File: src/rtl/mod5_seq_checker_sat_cnt.sv
// sat_cnt: saturating up-counter with synchronous clear
//   clk   : rising-edge clock
//   reset : synchronous active-high reset, q <= 0
//   clr   : clear; combined with inc the count restarts at 1
//   inc   : count one event, holding at all-ones
//   q     : current count
module sat_cnt #(
    parameter int W = 8
) (
    input  logic         clk,
    input  logic         reset,
    input  logic         clr,
    input  logic         inc,
    output logic [W-1:0] q
);

    always_ff @(posedge clk) begin
        if (reset)
            q <= '0;
        else if (clr)
            q <= {{(W-1){1'b0}}, inc};
        else if (inc && q != '1)
            q <= q + 1'b1;
    end

endmodule

File: config.mk
export PLATFORM = sky130hd
export DESIGN_NAME = sat_cnt
export DESIGN_NICKNAME = d
export VERILOG_FILES = /design/src/rtl/mod5_seq_checker_sat_cnt.sv
export SDC_FILE = /design/constraint.sdc
export NUM_CORES = 1
export LEC_CHECK = 0
export BUFFER_PORTS_ARGS = -buffer_cell sky130_fd_sc_hd__buf_2
export CAP_MARGIN = 10
export CORE_AREA = 3 3 40 42
export CTS_CLUSTER_SIZE = 10
export DETAILED_ROUTE_END_ITERATION = 10
export DIE_AREA = 0 0 43 45
export GPL_TIMING_DRIVEN = 0
export PLACE_DENSITY = 0.53
export SYNTH_ARGS = -nofsm -noshare
export SYNTH_HDL_FRONTEND = slang
export SYNTH_SLANG_ARGS = --single-unit
File: constraint.sdc
create_clock -name clk -period 2.33 [get_ports clk]
set_input_delay 0.466 -clock clk [delete_from_list [all_inputs] [get_ports clk]]
set_output_delay 0.466 -clock clk [all_outputs]
set_load 0.01 [all_outputs]
## Word level (Yosys, flattened, before mapping)

Cells that the tools add are included.

- Flip-flop bits (word level): 8
- Latch bits: 0
- RAM bits: 0
- Memory bits (read-only): 0
- Output and inout port bits: 8
- Word-level logic and storage cells: 9
- Memories: 0

- Add/subtract/negate cells: 1
- $mul: 0
- Div/mod/pow operators: 0
- Order comparisons: 0
- Equal/unequal tests: 1
- Shift-type cells: 0
- Multiplexer cells: 2
- Bitwise gates (word level): 0
- Reductions and logical operators: 3

Operators by type and width:

| operator | count |
|---|---|
| adder 8 x 1 -> 8 bit, second input constant | 1 |
| inequality test 8 bit, second input constant | 1 |
| 2-to-1 mux 1 bit | 2 |
| nonzero test 2 bit | 1 |
| OR reduction 2 bit | 1 |
| logical AND 1 bit | 1 |

## Longest topological paths before layout

Gate-level depths: netlist of run 1.

- Depth in word-level cells: 4
- Depth in mapped cells: 5

## Worst setup path after synthesis of run 1

No wires, ideal clock.

- Path type: flip-flop to flip-flop
- Start point: reg q[0]
- End point: reg q[7]
- Setup time: 121 ps
- Arrival: 1,411 ps
- Slack: 798 ps
- Stages on the path, launching flop included: 6
- Cells stage by stage: dfxtp_1 > ha_1 > and2_1 > a211oi_2 > nand4_1 > mux2_2

- Cells in the longest elaborated chain, start to end: 2

Ends and longest elaborated chain:

| element | line | RTL |
|---|---|---|
| start, declared | 14 | `output logic [W-1:0] q` |
| start signal, assigned | 21 | `q <= {{(W-1){1'b0}}, inc};` |
| start signal, assigned | 23 | `q <= q + 1'b1;` |
| parallel branches: the longest is 2 deep, another holds adder 8 x 1 -> 8 bit | - |  |

Parallel ways; which one is timed is not known.
A chain may end at the register's enable or synchronous reset.

## Final worst setup path of run 1

Ends and elaborated chain as after synthesis.

==> metrics.md, run 1 <==
| Metric | Value |
|---|---|
| Diode count | 0 |
| Die Y-Extent | ~45 um |
| FF-to-FF End | q[7] |
| Least-Margin Pin Slew | 0.370 ns |
| Reg clk slew, reported paths | 0.06 ns |
| Max clock buf depth | 2 |
| Port Buffers | 11 |
| 1st-pass router iterations | 4 |
| DR WL/cell | 11.3 um |
| Fillers | 131 |
| CTS tree | done |
| Tot GR Track Use | 0.110 |
| Layout cells sized above 1 | 0.350 |
| Die extent in x | 43 um |
| Final hold vios | 0 |
| Clock buffer count from CTS | 3 |
| Vias per cell | between 5 and 6 |
| Critical Path, Cell by Cell | ha_1 > and2_1 > a211oi_2 > nand4_1 > mux2_2 |
| Mean cell area of the mapped netlist | 8.92 um^2 |
| Outcome | completed |
| CP max-delay cell | dfxtp_1 |
| Crit. Startpoint | q[0] |
| Area of the die | 1940 um^2 |
| Num rows | 13 |
| Largest net degree at the start of global routing | 9 |
| Area grow syn2layout | 23.5% |
| Worst Path Class, Setup | reg2reg |
| Top cell type's share of synthesized area | 0.390 |
| RSZ-0062 raised after global routing | false |
| Slew Viols, Final | 0 |
| Setup violators final | 0 |
| Pwr dens | 531 nW/um^2 |
| PostCTS Resize Cnt | 0 |
| CP max FO | 5 |
| Post-DP HPWL | 653 um |
| Post-Layout Cell Count | 75 |
| P_leak | 0.197 nW |
| Fmax | 0.635 GHz |
| Hold Path Cell Cnt | 2 |
| Clk root buf | clkbuf_4 |
| Setup Buffers After CTS | 0 |
| Syn. warnings | 0 |
| Max FFs per register | 8 |
| Reg with most FFs | q |
| Mapped Nets | 51 |
| Hold crit path type | in2reg |
| Later-pin clock latency in the skew report | 0.25 ns |
| Setup TNS | 0 ns |
| Reg2reg setup slack | 0.76 ns |
| Global-route wire length before repair | 1.59 mm |
| Post-CTS Hold Buffers | 0 |
| Main area contributors after synthesis | dfxtp_1 39%, nand4_1 4.6%, nor2_1 4.6%, xnor2_1 4.3%, a21oi_1 3.7% |
| Max-cap violation count | 0 |
| Final period utilization | 0.675 |
| VDD IR-drop max | 210 uV |
| CTS H-tree depth | 1 |
| I/O pin count | 12 |
| R2R Path Start | q[0] |
| R2R depth | 5 |
| Startpoint Class | register |
| Placed Cells incl. Taps | 72 |
| Initial antenna violation count | 0 |
| Worst hold slack | 0.377 ns |
| Sink Count | 8 |
| Data required, critical path | 2.47 ns |
| Slew headroom | 0.753 |
| Vias in the first global route | 364 |
| WL final | between 800 and 900 um |
| Nets | 67 |
| Core Area | 1280 um^2 |
| Cells after Synth | 46 |
| Fin crit period | 1.57 ns |
| Top Registers | q x8 |
| Critical path destination | q[7] |
| DRT iter0 DRCs | 17 |
| Slowest cell delay on critical path | 0.34 ns |
| DRC Markers | 0 |
| CP arrival | ~1.7 ns |
| Post-route clock skew | 0.000512 ns |
| Post-Syn Area | around 410 um^2 |
| Gpl congestion | 0.651 |
| Post-synthesis sequential area ratio | 0.390 |
| Area leader, netlist | dfxtp_1 |
| Flop and latch count out of synthesis | 8 |
| Final Core Density | 0.394 |
| Total congestion overflow | 0 |
| Vias | 377 |
| CP Capture Type | register |
| Initial Utilization | 0.319 |
| Remaining antenna violation count | 0 |
| Synth cell types | 23 |
==> critical path, delay by kind of cell (launching register included) <==
kind | cells | cell delay [ns]
fa+ha+maj | 1 | 0.26
flops | 1 | 0.34
compound gates | 1 | 0.26
simple gates | 2 | 0.32
mux | 1 | 0.28
==> area by class of cell <==
class                           instances  area [um^2]  share of cell area
Sequential cell                         8          160               0.316
Timing Repair Buffer                   11         55.1               0.109
Inverter                                3         11.3              0.0222
Multi-Input combinational cell         34          234               0.462
Clock buffer                            3         22.5              0.0444
Tap cell                               15         18.8              0.0370
Buffer                                  1         5.00             0.00988
==> how the worst min path moves through the flow <==
| stage | from | to | slack, ns |
|---|---|---|---|
| floorplan | reset | q[0] | 0.54 |
| global placement | q[2] | q[2] | 0.57 |
| detailed placement | q[1] | q[1] | 0.56 |
| CTS | reset | q[0] | 0.37 |
| global route | reset | q[0] | 0.39 |
| finish | reset | q[0] | 0.38 |
==> report_power, final <==
group | switching [W] | total, W | internal [W] | leakage (nW)
clock network | 0.0000510 | 0.000110 | 0.0000592 | 0.0138
registers | 0.00000226 | 0.000141 | 0.000139 | 0.0648
logic | 0.00000925 | 0.0000177 | 0.00000844 | 0.119
==> layer usage <==
metal,vias up,track usage,part of all wire,routed length [um]
li1,200,-,-,-
met1,163,0.142,0.48,407
met2,10,0.162,0.44,373
met3,4,0.0279,0.060,51
met4,0,0.0723,0.022,19
met5,-,0,0,0
==> metrics by stage <==
step / worst slack (ns) / power [W] / cell area [um^2]
global placement: 0.758 / 0.000162 / 484
detailed placement: 0.767 / 0.000162 / 484
finish: 0.756 / 0.000269 / 507
global route: 0.645 / 0.000281 / 507
floorplan: 0.798 / 0.000154 / 410
CTS: 0.754 / 0.000273 / 507
==> cell usage after synthesis <==
master     n
nand2_1    1
inv_1      3
nand4_1    3
nor2_1     5
a2111oi_2  1
a22oi_1    1
ha_1       1
dfxtp_1    8
and4_1     1
a211oi_2   1
a211oi_1   2
clkbuf_2   1
nor3_1     3
mux2_2     1
nand4_2    1
mux2i_1    1
xnor2_1    2
or2_2      2
and2_1     1
nand3_1    2
a21oi_1    3
o22ai_1    1
o21ai_0    1
==> layout by cell type, fill, tap and decap left out <==
cell	n
a211oi_1	2
mux2i_1	1
clkbuf_4	3
nand4_1	3
and2_1	1
and4_1	1
mux2_2	1
clkbuf_2	1
nand4_2	1
xnor2_1	2
a21oi_1	3
nor2_1	5
inv_1	3
o21ai_0	1
buf_2	11
nand2_1	1
a22oi_1	1
nor3_1	3
o22ai_1	1
a2111oi_2	1
nand3_1	2
a211oi_2	1
ha_1	1
or2_2	2
dfxtp_1	8
==> kinds of logic (layout without fill, tap and decap cells) <==
kind of cell / Yosys count / after routing / synth area share
buffers and inverters: 4 / 18 / 0.0396
DFF: 8 / 8 / 0.390
adders and majority gates: 1 / 1 / 0.0305
AOI/OAI and AO/OA: 10 / 10 / 0.186
xor gates and xnor gates: 2 / 2 / 0.0427
and+or+nand+nor: 19 / 19 / 0.259
muxes: 2 / 2 / 0.0518
No activity file was read; power rests on OpenSTA's default activity.
==> run 2: changes to the inputs <==
- ABC_AREA: not set -> 1
- CORE_AREA: 3 3 40 42 -> not set
- CORE_MARGIN: not set -> 3
- CORE_UTILIZATION: not set -> 35
- DIE_AREA: 0 0 43 45 -> not set
- PLACE_DENSITY: 0.53 -> 0.59
- clock period: 2.33 -> 1.29 ns (I/O delays scaled with it)
==> run 2 against run 1 <==
  * Maximum frequency rose by 30%
  * First-iteration DRC count down 53%
  * Count of clock-buffer cells in the layout unchanged
  * Critical endpoint unchanged
==> metrics.md, run 2 <==
| Metric | Value |
|---|---|
| Delay-heaviest family, CP | simple AND/OR/NAND/NOR gates (was flip-flops) |
| Diode count | 0 (unchanged) |
| Async set-or-reset flop fraction in the synthesized netlist | 0 (unchanged) |
| Vias in the first global route | 419 (was 364) |
| Clk root buf | clkbuf_4 (unchanged) |
| Pwr dens | 778 nW/um^2 (was 531 nW/um^2) |
| Post-synth top flop | dfxtp_1 (unchanged) |
| Slew Viols, Final | 0 (unchanged) |
| Clock power share | 0.397 (was 0.410) |
| PnR Total Power | 0.000484 W (was 0.000269 W) |
| Core Area | 1200 um^2 (was 1280 um^2) |
| Critical Path, Cell by Cell | ha_4 > nand2_4 > nor2_4 > nand2_4 > nand2_4 > nor2_1 > nor2_1 > nor2_1 (was ha_1 > and2_1 > a211oi_2 > nand4_1 > mux2_2) |
| Largest net degree at the start of global routing | 11 (was 9) |
| Final period utilization | 0.939 (was 0.675) |
| Layout cells sized above 1 | 0.310 (was 0.350) |
| Initial antenna violation count | 0 (unchanged) |
| Commonest non-fill, non-tap cells in the layout | 16 x nand2_1, 12 x nor2_1, 11 x buf_2, 9 x inv_1, 7 x nand3_1 (was 11 x buf_2, 8 x dfxtp_1, 5 x nor2_1) |
| Synth cell types | 18 (was 23) |
| CP arrival | 1.35 ns (was 1.72 ns) |
| Top Registers | q x8 (unchanged) |
| Tot GR Track Use | 0.124 (was 0.110) |
| Setup violators final | 0 (unchanged) |
| I/O pin count | 12 (unchanged) |
| Fin crit period | 1.21 ns (was 1.57 ns) |
| Setup TNS | 0 ns (unchanged) |
| Startpoint Class | register (unchanged) |
| Post-Syn Area | 488 um^2 (was 410 um^2) |
| Cell with the most instances after synthesis | nand2_1 (was dfxtp_1) |
| CP max-delay cell | dfxtp_4 (was dfxtp_1) |
| Max FFs per register | 8 (unchanged) |
| Max-cap violation count | 0 (unchanged) |
| Die Y-Extent | 43.3 um (was 45 um) |
| Worst Path Class, Setup | reg2reg (unchanged) |
| P_sw | 0.000113 W (was 0.0000625 W) |
| Total congestion overflow | 0 (unchanged) |
| Area grow syn2layout | 27.7% (was 23.5%) |
| Vias | 467 (was 377) |
| DR WL/cell | 9.97 um (was 11.3 um) |
| DRT iter0 DRCs | 8 (was 17) |
| Slowest cell delay on critical path | 0.38 ns (was 0.34 ns) |
| Vias per cell | 4.62 (was 5.03) |
| Fillers | 121 (was 131) |
| Fmax | 0.825 GHz (was 0.635 GHz) |
| Switching share of power | 0.233 (was 0.232) |
| Final hold vios | 0 (unchanged) |
| Max clock buf depth | 2 (unchanged) |
| Number of synthesized flops with an enable pin | 0 (unchanged) |
| Initial Utilization | 0.406 (was 0.319) |
| Register area | 168 um^2 (was 160 um^2) |
| Post-DP HPWL | 727 um (was 653 um) |
| Leading cell type in the layout, fill and taps excluded | nand2_1 (was buf_2) |
| Gpl congestion | 0.725 (was 0.651) |
| Num rows | 12 (was 13) |
| Main area contributors after synthesis | dfxtp_1 33%, nand2_1 12%, nor2_1 9.2%, nand3_1 8.2%, inv_1 6.9% (was dfxtp_1 39%, nand4_1 4.6%, nor2_1 4.6%, xnor2_1 4.3%, a21oi_1 3.7%) |
| Final Core Density | 0.519 (was 0.394) |
| Slew headroom | 0.801 (was 0.753) |
| Reg with most FFs | q (unchanged) |
| Mean cell area of the mapped netlist | 6.68 um^2 (was 8.92 um^2) |
| Buf+Inv Stages, Crit Path | 0 (unchanged) |
| Internal power | 0.000372 W (was 0.000206 W) |
| Later-pin clock latency in the skew report | 0.25 ns (about the same) |
| Die extent in x | 43.3 um (was 43 um) |
| CP Capture Type | register (unchanged) |
| Worst hold slack | 0.235 ns (was 0.377 ns) |
| Remaining antenna violation count | 0 (unchanged) |
| Area of the die | 1880 um^2 (was 1940 um^2) |
| Top cell type's share of synthesized area | 0.328 (was 0.390) |
| Reg clk slew, reported paths | 0.06 ns (about the same) |
| Placed Cells incl. Taps | 98 (was 72) |
| Area occupied by multi-input gates | 319 um^2 (was 234 um^2) |
| Data required, critical path | 1.43 ns (was 2.47 ns) |
| Hold crit path type | in2reg (unchanged) |
| Global-route wire length before repair | 1.76 mm (was 1.59 mm) |
| Power share of the combinational group | 0.080 (was 0.066) |
| Outcome | completed (unchanged) |
| Post-synth top cells | 16 x nand2_1, 12 x nor2_1, 9 x inv_1 (was 8 x dfxtp_1, 5 x nor2_1) |
| Area leader, netlist | dfxtp_1 (unchanged) |
| CTS H-tree depth | 1 (unchanged) |
| P_leak | 0.292 nW (was 0.197 nW) |
| Post-Layout Cell Count | 101 (was 75) |
| Port Buffers | 11 (unchanged) |
| Sink Count | 8 (unchanged) |
| CTS tree | done (unchanged) |
| Least-Margin Pin Slew | 0.297 ns (was 0.370 ns) |
| Flop and latch count out of synthesis | 8 (unchanged) |
| 1st-pass router iterations | 4 (unchanged) |
| Nets | 94 (was 67) |
| Post-synthesis sequential area ratio | 0.328 (was 0.390) |
| VDD IR-drop max | 472 uV (was 210 uV) |
| Syn. warnings | 0 (unchanged) |
| Post-route clock skew | 0.00703 ns (was 0.000512 ns) |
| Mapped Nets | 78 (was 51) |
| DRC Markers | 0 (unchanged) |
| CP max FO | 8 (was 5) |
| Clock buffer count from CTS | 3 (unchanged) |
| WL final | 1.01 mm (was 851 um) |
| Flop pwr share | 0.524 (about the same) |
| Cells after Synth | 73 (was 46) |
-- run 2: path summary, 6_finish.rpt --
path,from,to,slack [ns],cells past startpoint
max,q[0],q[7],0.08,8
min,reset,q[0],0.24,4
max reg2reg,q[0],q[7],0.08,8
min reg2reg,q[7],q[7],0.52,2
-- run 2: cell families (layout without fill, tap and decap cells) --
family,count (synthesis),count (layout),synth area share
XOR/XNOR,1,1,0.0180
AO/OA/AOI/OAI,6,6,0.0692
AND/OR/NAND/NOR,47,47,0.474
adder cells (fa/ha/maj),1,1,0.0256
flip-flops,8,8,0.328
buffers and inverters,10,24,0.0846
-- run 2: power by group through the flow --
stage          clock network (W)  logic (W)  registers (W)
2_1_floorplan                  0  0.0000224       0.000261
3_3_place_gp                   0  0.0000372       0.000259
3_5_place_dp                   0  0.0000371       0.000260
4_1_cts                 0.000202  0.0000376       0.000255
5_1_grt                 0.000224  0.0000438       0.000254
6_report                0.000192  0.0000386       0.000254
-- run 2: layer usage --
layer  share of wire  track usage  vias to the layer above
li1                -            -                      262
met1            0.50        0.185                      192
met2            0.44        0.159                       11
met3           0.055       0.0373                        2
met4          0.0089       0.0542                        0
met5               0            0                        -
-- run 2: layout make-up --
class                      instances  area share
timing repair buffer              11      0.0884
buffer                             1      0.0120
sequential                         8       0.269
inverter                           9      0.0542
multi-input combinational         55       0.512
clock buffer                       3      0.0361
tap                               14      0.0281
-- run 2: timing repair --
action / CTS / global route
gates resized for setup: 3 / 7
hold buffers: 0 / 0
setup buffers: 0 / 0
pin swaps: 0 / 2
setup endpoints to repair: 5 / 8
-- run 2: worst reg2reg max path, delay by kind of cell (launching register included) --
| family | cells | cell delay [ns] |
|---|---|---|
| simple gates | 7 | 0.57 |
| flops | 1 | 0.38 |
| fa+ha+maj | 1 | 0.16 |
-- run 2: per-stage QoR --
stage | setup WS, ns | area (um^2)
floorplan | 0.0148 | 488
finish | 0.0783 | 623
detailed placement | -0.0211 | 561
global placement | -0.0299 | 561
global route | -0.00805 | 623
CTS | 0.0115 | 592
==> run 3: changes to the inputs <==
- clock period: 1.29 -> 1 ns (I/O delays scaled with it)
==> run 3 against run 2 <==
  * The run now ends with setup timing left
  * Sequential power up 26%
  * First-iteration DRC count down 50%
  * Flip-flop and latch count unchanged
  * Die area unchanged
  * Count of clock-buffer cells in the layout up 1
  * Critical path depth down 5
  * Sequential share of layout area down 2.1 points
  * Largest cell class unchanged
  * Largest power group unchanged
  * Highest routed layer unchanged
==> metrics.md, run 3 (same netlist as run 2, synthesis figures left out) <==
| Metric | Value |
|---|---|
| Outcome | finished, violations left (was completed) |
| Failing checks | setup timing |
| Clk root buf | clkbuf_4 (unchanged) |
| Commonest non-fill, non-tap cells in the layout | 16 x nand2_1, 12 x nor2_1, 9 x inv_1, 9 x buf_2, 7 x buf_4 (was 16 x nand2_1, 12 x nor2_1, 11 x buf_2, 9 x inv_1, 7 x nand3_1) |
| PnR Total Power | 0.000670 W (was 0.000484 W) |
| CP Capture Type | primary output (was register) |
| DRC Markers | 0 (unchanged) |
| Vias | 506 (was 467) |
| Fin crit period | 1.16 ns |
| Startpoint Class | register (unchanged) |
| VDD IR-drop max | 708 uV (was 472 uV) |
| 1st-pass router iterations | 4 (unchanged) |
| Tot GR Track Use | 0.135 (was 0.124) |
| Vias per cell | 4.64 (was 4.62) |
| Reg2reg setup slack | -0.13 ns (was 0.08 ns) |
| Place WS | -0.186 ns (was -0.0211 ns) |
| Met2 Routed Length | 480 um (was 441 um) |
| Hold crit path type | in2reg (unchanged) |
| CP arrival | 0.96 ns (was 1.35 ns) |
| DRT iter0 DRCs | 4 (was 8) |
| RSZ-0062 raised after global routing | true |
| Total congestion overflow | 0 (unchanged) |
| Vias in the first global route | 442 (was 419) |
| Critical Path, Cell by Cell | buf_4 > buf_6 > buf_6 (was ha_4 > nand2_4 > nor2_4 > nand2_4 > nand2_4 > nor2_1 > nor2_1 > nor2_1) |
| Post-DP HPWL | 781 um (was 727 um) |
| Setup violators final | 10 (was 0) |
| Slew Viols, Final | 0 (unchanged) |
| Layout cells sized above 1 | 0.432 (was 0.310) |
| Post-CTS Hold Buffers | 0 (unchanged) |
| Die extent in x | 43.3 um (unchanged) |
| Port Buffers | 11 (unchanged) |
| Initial Utilization | 0.406 (unchanged) |
| Global-route wire length before repair | 1.87 mm (was 1.76 mm) |
| Register area | 179 um^2 (was 168 um^2) |
| Setup TNS | -0.940 ns (was 0 ns) |
| Post-route clock skew | 0.00586 ns (was 0.00703 ns) |
| Least-Margin Pin Slew | 0.260 ns (was 0.297 ns) |
| CP max FO | 3 (was 8) |
| WL final | 1.07 mm (was 1.01 mm) |
| Core Area | 1200 um^2 (unchanged) |
| Remaining antenna violation count | 0 (unchanged) |
| Hold Path Cell Cnt | 4 (unchanged) |
| Worst Path Class, Setup | reg2out (was reg2reg) |
| Delay-heaviest family, CP | flip-flops (was simple AND/OR/NAND/NOR gates) |
| Reg with most FFs | q (unchanged) |
| Reg clk slew, reported paths | 0.06 ns (about the same) |
| Top Registers | q x8 (unchanged) |
| Hold path start | reset (unchanged) |
| R2R depth | 8 (unchanged) |
| Slowest cell delay on critical path | 0.35 ns (was 0.38 ns) |
| Leading cell type in the layout, fill and taps excluded | nand2_1 (unchanged) |
| Design area | 722 um^2 (was 623 um^2) |
| FF-to-FF End | q[7] (unchanged) |
| Largest net degree at the start of global routing | 11 (unchanged) |
| Area of placed instances | 597 um^2 (was 561 um^2) |
| Highest Signal Layer | met4 (unchanged) |
| Post-Layout Cell Count | 109 (was 101) |
| CTS H-tree depth | 1 (unchanged) |
| Max FFs per register | 8 (unchanged) |
| R2R Path Start | q[0] (unchanged) |
| Final hold vios | 0 (unchanged) |
| Diode count | 0 (unchanged) |
| CP max-delay cell | dfxtp_4 (unchanged) |
| Sink Count | 8 (unchanged) |
| Later-pin clock latency in the skew report | 0.26 ns (was 0.25 ns) |
| Area occupied by multi-input gates | 334 um^2 (was 319 um^2) |
| Number of cells on the critical path | 3 (was 8) |
| Hold path endpoint | q[0] (unchanged) |
| Placed Cells incl. Taps | 98 (unchanged) |
| Final period utilization | 1.16 |
| Slew headroom | 0.826 (was 0.801) |
| Met3 WL | 61 um (was 55 um) |
| CTS tree | done (unchanged) |
| Initial antenna violation count | 0 (unchanged) |
| Max-cap violation count | 0 (unchanged) |
| Nets | 101 (was 94) |
| Most common cell on crit path | buf_6 |
| Max clock buf depth | 2 (unchanged) |
| Buf+Inv Stages, Crit Path | 3 (was 0) |
| Area grow syn2layout | 47.9% (was 27.7%) |
| P_leak | 0.337 nW (was 0.292 nW) |
| Met1 wire length | 507 um (was 501 um) |
| Fmax | ~0.86 GHz |
| Fillers | 118 (was 121) |
| DR WL/cell | 9.84 um (was 9.97 um) |
| Die Y-Extent | 43.3 um (unchanged) |
| Area of the die | 1880 um^2 (unchanged) |
| Data required, critical path | 0.80 ns (was 1.43 ns) |
| Clock buffer count from CTS | 3 (unchanged) |
| I/O pin count | 12 (unchanged) |
| Gpl congestion | 0.706 (was 0.725) |
| Final WS setup | -0.161 ns (was 0.0783 ns) |
| Pwr dens | 928 nW/um^2 (was 778 nW/um^2) |
| Num rows | 12 (unchanged) |
[run 3: changes by cell type in the layout (fill, tap and decap cells not counted), sizes merged]
cell,change
clkbuf,+1
buf,+7
[run 3: power breakdown]
group          switching (W)  internal, W
sequential        0.00000452     0.000315
combinational      0.0000354    0.0000394
clock               0.000122     0.000153
total               0.000162     0.000508
[run 3: layout make-up]
type | count | share of cell area
timing repair buffer | 18 | 0.172
buffer | 1 | 0.0104
inverter | 9 | 0.0468
sequential | 8 | 0.248
tap | 14 | 0.0243
clock buffer | 4 | 0.0364
multi-input combinational | 55 | 0.463
[run 3: worst max path at each step]
stage               start   end
finish               q[0]  q[0]
global route         q[1]  q[7]
CTS                  q[0]  q[7]
detailed placement   q[0]  q[6]
global placement     q[1]  q[7]
floorplan            q[1]  q[7]
[run 3: metrics by stage]
step,utilization,hold WS [ns]
final,0.601,0.164
after global routing,0.601,0.179
after CTS,0.564,0.157
after detailed placement,0.497,0.441
after global placement,0.497,0.442
after floorplan,-,0.334
[run 3: metal layers]
metal / vias up / track usage
met4: 0 / 0.0723
met2: 11 / 0.206
met5: - / 0
met3: 4 / 0.0664
li1: 280 / -
met1: 211 / 0.153
[run 3: worst register-to-register path, stage by stage (launching register included)]
cell and delay, ns:
dfxtp_4 0.36, ha_4 0.14, nand2_4 0.06, nor2_4 0.11
nand2_4 0.10, nand2_4 0.09, nor2_1 0.04, nor2_1 0.07
nor2_1 0.05
[run 3: what timing repair did]
item / 4_1_cts / 5_1_grt
gates resized for setup: 7 / 6
hold endpoints to repair: 0 / 0
setup endpoints to repair: 12 / 15
pin swaps: 3 / 0
setup buffers: 4 / 3
